`src/rtl/bin_to_bcd_seq.sv`:
```
// bin_to_bcd_seq: sequential double-dabble binary to packed BCD, one shift per clock.
// Optional macro BCD_BLANK_EN enables registered leading-zero blank flags.
module bin_to_bcd_seq #(
  parameter int W = 8,
  parameter int D = 3
) (
  input  logic           clk,
  input  logic           reset,
  input  logic           start,
  input  logic [W-1:0]   bin,
  output logic           busy,
  output logic           done,
  output logic [4*D-1:0] bcd,
  output logic [D-1:0]   blank
);
  localparam int SW = W + 4*D;
  localparam int CW = $clog2(W+1);
  localparam longint MAXV = (longint'(1) << W) - 1;
  localparam longint P10 = longint'(10) ** D;
  if (P10 <= MAXV) begin : g_bad_d
    $error("bin_to_bcd_seq: D too small for W");
  end
  typedef enum logic {IDLE, SHIFT} state_t;
  state_t state;
  logic [SW-1:0] sr, corr, nxt;
  logic [CW-1:0] cnt;
  assign busy = (state == SHIFT);
  always_comb begin
    corr = sr;
    for (int i = 0; i < D; i++)
      corr[W+4*i +: 4] = sr[W+4*i +: 4] >= 4'd5 ? sr[W+4*i +: 4] + 4'd3 : sr[W+4*i +: 4];
  end
  assign nxt = corr << 1;
`ifdef BCD_BLANK_EN
  logic [D-1:0] blank_nxt;
  logic z;
  always_comb begin
    blank_nxt = '0;
    z = 1'b1;
    for (int i = D-1; i >= 1; i--) begin
      z = z & (nxt[W+4*i +: 4] == 4'd0);
      blank_nxt[i] = z;
    end
  end
`else
  assign blank = '0;
`endif
  always_ff @(posedge clk) begin
    if (reset) begin
      state <= IDLE;
      sr    <= '0;
      cnt   <= '0;
      done  <= 1'b0;
      bcd   <= '0;
`ifdef BCD_BLANK_EN
      blank <= ~D'(1);
`endif
    end else begin
      done <= 1'b0;
      if (state == IDLE) begin
        if (start) begin
          sr    <= {{(4*D){1'b0}}, bin};
          cnt   <= CW'(W);
          state <= SHIFT;
        end
      end else begin
        sr  <= nxt;
        cnt <= cnt - CW'(1);
        if (cnt == CW'(1)) begin
          bcd   <= nxt[SW-1 -: 4*D];
          done  <= 1'b1;
          state <= IDLE;
`ifdef BCD_BLANK_EN
          blank <= blank_nxt;
`endif
        end
      end
    end
  end
endmodule

```
`config.mk`:
```
export PLATFORM = sky130hd
export DESIGN_NAME = bin_to_bcd_seq
export DESIGN_NICKNAME = d
export VERILOG_FILES = /design/src/rtl/bin_to_bcd_seq.sv
export SDC_FILE = /design/constraint.sdc
export NUM_CORES = 1
export LEC_CHECK = 0
export ABC_CLOCK_PERIOD_IN_PS = 1500
export CAP_MARGIN = 20
export CELL_PAD_IN_SITES_DETAIL_PLACEMENT = 1
export CELL_PAD_IN_SITES_GLOBAL_PLACEMENT = 1
export CORE_MARGIN = 1
export CORE_UTILIZATION = 35
export CTS_CLUSTER_DIAMETER = 50
export DETAILED_ROUTE_END_ITERATION = 10
export GPL_ROUTABILITY_DRIVEN = 0
export PLACE_DENSITY_LB_ADDON = 0.15
export SETUP_SLACK_MARGIN = 0.4
export SYNTH_ARGS = -nofsm -noshare
export SYNTH_HDL_FRONTEND = slang
export SYNTH_SLANG_ARGS = --single-unit
```
`constraint.sdc`:
```
create_clock -name clk -period 1.5 [get_ports clk]
set_input_delay 0.15 -clock clk [delete_from_list [all_inputs] [get_ports clk]]
set_output_delay 0.15 -clock clk [all_outputs]
set_load 0.02 [all_outputs]
```
# Word level (Yosys, flattened, before mapping)
# Index checks and enable logic that the tools add are counted.
# W data, S select, Z words.
dict set report totals {
  in_bits 11
  memories 0
  ff_bits 38
  ramBits 0
  word_cells 30
  latch_bits 0
  romBits 0
}
dict set report op_classes {
  bitwise 1
  magnitude_cmp 3
  div 0
  mul 0
  shift 0
  mux 11
  n_reduce_logical 4
  add_sub_neg 4
  n_eq_ne 1
}
# cell count
set ops {}
lappend ops {{$mux W20} 2}
lappend ops {{$mux W4} 4}
lappend ops {{$ge A4 B3 Y1 const B} 3}
lappend ops {{$add A4 B2 Y4 const B} 2}
lappend ops {{$eq A4 B1 Y1 const B} 1}
lappend ops {{$mux W1} 4}
lappend ops {{$reduce_or A2 Y1} 2}
lappend ops {{$sub A4 B1 Y4 const B} 1}
lappend ops {{$add A3 B2 Y3 const B} 1}
lappend ops {{$mux W3} 1}
lappend ops {{$reduce_and A2 Y1} 1}
lappend ops {{$reduce_bool A2 Y1} 1}
lappend ops {{$not A1 Y1} 1}

# Longest topological paths before layout
dict set report depth {
  ltp_word 3
  depth_mapped 7
  depth_no_buf 7
}

# Worst setup path after synthesis
# Ideal clock, no wire load.
dict set report synth_path {
  path_kind {reg2reg}
  startpoint {register sr[8]}
  endpoint {register sr[10]}
  path_stages_with_launch 7
  path_slack_ns 0.170
  setup_time_ns 0.116
  t_arrival_ns 1.214
  period_less_slack_ns 1.330
  required_ns 1.384
  path_cell_list {dfxtp_1 -> inv_1 -> ha_1 -> nand2b_1 -> a21oi_2 -> mux2i_1 -> a31o_2}
}
dict set report synth_via {
  elab_chain_len 3
  elab_cells_between_ends 4
  cone_classes {1 x add/sub; 1 x order compare; 2 x mux}
}
# item line_no
set synth_rtl {}
lappend synth_rtl {{start, declared} 25} ;# logic [SW-1:0] sr, corr, nxt;
lappend synth_rtl {{start signal, assigned} 62} ;# sr <= {{(4*D){1'b0}}, bin};
lappend synth_rtl {{start signal, assigned} 67} ;# sr <= nxt;
lappend synth_rtl {{$add A4 B2 Y4 or $ge A4 B3 Y1 (tied branches)} 31} ;# corr[W+4*i +: 4] = sr[W+4*i +: 4] >= 4'd5 ? sr[W+4*i +: 4] + 4'd3 : sr[W+4*i +: 4];
lappend synth_rtl {{$mux W4 (*)} 31}
lappend synth_rtl {{$mux W20 (*)} 60} ;# if (state == IDLE) begin
# Mark *: on every way between the ends. The rest lies on a longest branch, timed or not.
# A chain may end at the register's enable or synchronous reset.

# Worst setup path in the final report
dict set report layout_path {
  startpoint {register sr[9]}
  endpoint {register sr[9]}
}
dict set report layout_via {
  elab_chain_len 3
}
# item line_no
set layout_rtl {}
lappend layout_rtl {{$ge A4 B3 Y1} 31}
lappend layout_rtl {{$mux W4} 31}
lappend layout_rtl {{$mux W20} 60}
# Every way passes these cells.

==> results.yml <==
outcome:
  status: "finished, final reports clean"
grt:
  grt_max_degree: 19
  overflow: 0
  grt_pass1_wl_um: 8570
  first_global_vias: 1665
  antenna_found_initial: 0
  grt_usage_pct: 22.3
drt:
  wl_um: 5640
  met3_length_um: 166
  wl_per_cell_um: 18.4
  antenna_left: 0
  top_layer_used: "met4"
  drc_errors: 0
  dr.pass1.iters: 4
  dr_wl_met2_um: 2980
  vias: 1557
  dr.first_iter.drc_count: 25
  m1WireLength_um: 2380
  avgViaCountPerCell: 5.09
worst_hold_path:
  whs_path_depth: 1
  hold_path_class: "flip-flop to flip-flop"
  min_from: "bcd[4]"
cells_and_area:
  synthToLayoutAreaGrowth_pct: 58.0
  multi_input_area_mm2: 0.00127
  drive_above_1_share_pct: 51.5
  regArea_um2: 785
  num-nets-final: 258
  n_antenna_cell: 0
  post-route-util_pct: 58.4
  fill_cells: 531
logic_synthesis:
  syn_area_per_cell_um2: 9.67
  synth_edf_count: 0
  synth_area_mm2: 0.00177
  yosysTopAreaCellShare_pct: 43.0
  async_flop_share_pct: 0
  ys_top_cells_by_area: "dfxtp_1 (43%), mux2i_1 (6.8%), ha_1 (5.7%)"
  synth_cells: 183
  synth_ff_type: "dfxtp_1"
  synth-seq-cells: 38
  synth_top_area_cell: "dfxtp_1"
  synth_warnings: 0
  synthTopCellsByCount: "dfxtp_1 (38), nor2_1 (20), a21oi_1 (17)"
  yosysSeqAreaShare_pct: 43.0
  synth_cell_types: 35
  yosysMostFrequentCell: "dfxtp_1"
floorplan:
  io_pins: 28
  rows: 25
  die_h_um: 73.1
  dieWidth_um: 73.1
  die_area_mm2: 0.00534
  initial_core_util_pct: 37.0
  core_mm2: 0.00479
timing:
  rsz0062_at_grt: "true"
  hold_ws_ps: 475
  slew_viol_final: 0
  finalSetupTns_ps: 0
  fin_crit_ps: 1440
  fmax_mhz: 696
  fin_crit_sh_pct: 95.8
  setup_viol: 0
  hold_violations: 0
  finalClockSkew_ps: 3.06
  fin_ws_ps: 62.4
setup_path:
  critical_path_required_ps: 1650
  r2r-end: "sr[9]"
  r2r_start: "sr[9]"
  r2r_cells: 7
  path_class: "flip-flop to flip-flop"
  cp-start-kind: "flip-flop"
  worstPathArrival_ps: 1590
  crit_end: "sr[9]"
  r2r_slack_ps: 60
  worstPathMaxFanout: 4
  critical_path.startpoint: "sr[9]"
  crit_path_end_kind: "flip-flop"
cts:
  cts.sinks: 38
  clock-root-buffer: "clkbuf_8"
  ctsHtreeMaxLevel: 2
  clk_pin_slew_ps: 70
  cts_tree: "yes"
  numCtsBuffers: 5
  cts_max_path_buffers: 2
  clock_latency_ps: 290
pwr:
  p_per_area_mw_per_mm2: 736
  p_leak_nw: 1.06
  vdd_drop_max_mv: 0.498
placement:
  place.port_buffers: 24
  pre_cts_slack_ps: 23.2
  hpwl_um: 3200
job:
  maxCapViolCount: 0
[worst max-delay path, stage by stage, from the launching register on]
cell	delay [ps]
dfxtp_2	370
inv_4	60
ha_4	150
nand2b_4	140
a21oi_4	200
buf_6	150
xnor2_4	120
o32ai_2	110
[area by class of cell]
class | count | area share, %
clock inverters | 2 | 0.358
well taps | 67 | 3.00
flip-flops and latches | 38 | 28.1
multi-input cells | 126 | 45.3
clock buffers | 5 | 2.46
repair buffers | 58 | 18.8
inverters | 10 | 1.97
[metal layers]
layer  GRT usage [%]  vias to the layer above
li1                -                      756
met3            5.11                       12
met5               0                        -
met4            7.41                        0
met1            26.5                      764
met2            39.3                       25
[through the flow]
| step | total power, mW | instance area [um2] | std cells |
|---|---|---|---|
| 2_1_floorplan | 1.24 | 1950 | 185 |
| 5_1_grt | 2.14 | 2800 | 306 |
| 3_5_place_dp | 1.31 | 2260 | 273 |
| 3_3_place_gp | 1.30 | 2260 | 273 |
| 4_1_cts | 2.03 | 2670 | 298 |
| 6_report | 2.06 | 2800 | 306 |
[where the power goes]
part | internal (mW) | leakage (nW) | switching, mW
registers | 1.03 | 0.314 | 0.0322
logic | 0.169 | 0.706 | 0.163
clock network | 0.312 | 0.0438 | 0.351
total | 1.51 | 1.06 | 0.547
[worst min-delay path by stage]
stage	end	slack (ps)
after floorplan	sr[0]	300
after global placement	bcd[4]	450
after detailed placement	bcd[4]	450
after CTS	cnt[1]	440
after global routing	bcd[8]	480
final	bcd[4]	480
[cell usage in the layout, fill, tap and decap left out, drive strengths merged]
cell type	n
mux2i	12
clkdlybuf4s15	1
nor2	22
clkinv	2
ha	8
a311oi	1
clkdlybuf4s50	9
or2	1
o2bb2ai	8
o31a	1
conb	3
mux2	1
dlygate4sd2	1
nor2b	1
nand2	4
clkbuf	16
a22o	4
nand3b	1
nor3b	11
nor3	4
o21ai	6
inv	10
o32ai	5
nand2b	4
dfxtp	38
xnor2	3
a31o	3
a21oi	20
nand3	3
buf	36
[sequential cells by signal, indices dropped and copies added (netlist names)]
register and cells:
busy 1, done 1, sr 20, bcd 12
cnt 4
[cells by family after synthesis]
group,after synthesis,share of synthesized area [%]
other,1,0.212
adder cells (fa/ha/maj),8,5.66
XOR/XNOR,3,1.49
AO/OA/AOI/OAI,48,18.9
AND/OR/NAND/NOR,49,15.9
multiplexers,13,7.43
flip-flops,38,43.0
buffers and inverters,23,7.43
[repair_timing]
action / in CTS / in global routing
cloned: 2 / 0
setup endpoints to repair: 50 / 44
pin swaps: 22 / 16
hold buffers: 0 / 0
buffers inserted: 16 / 8
resized for setup: 72 / 34
(Power assumes the default switching activity.)
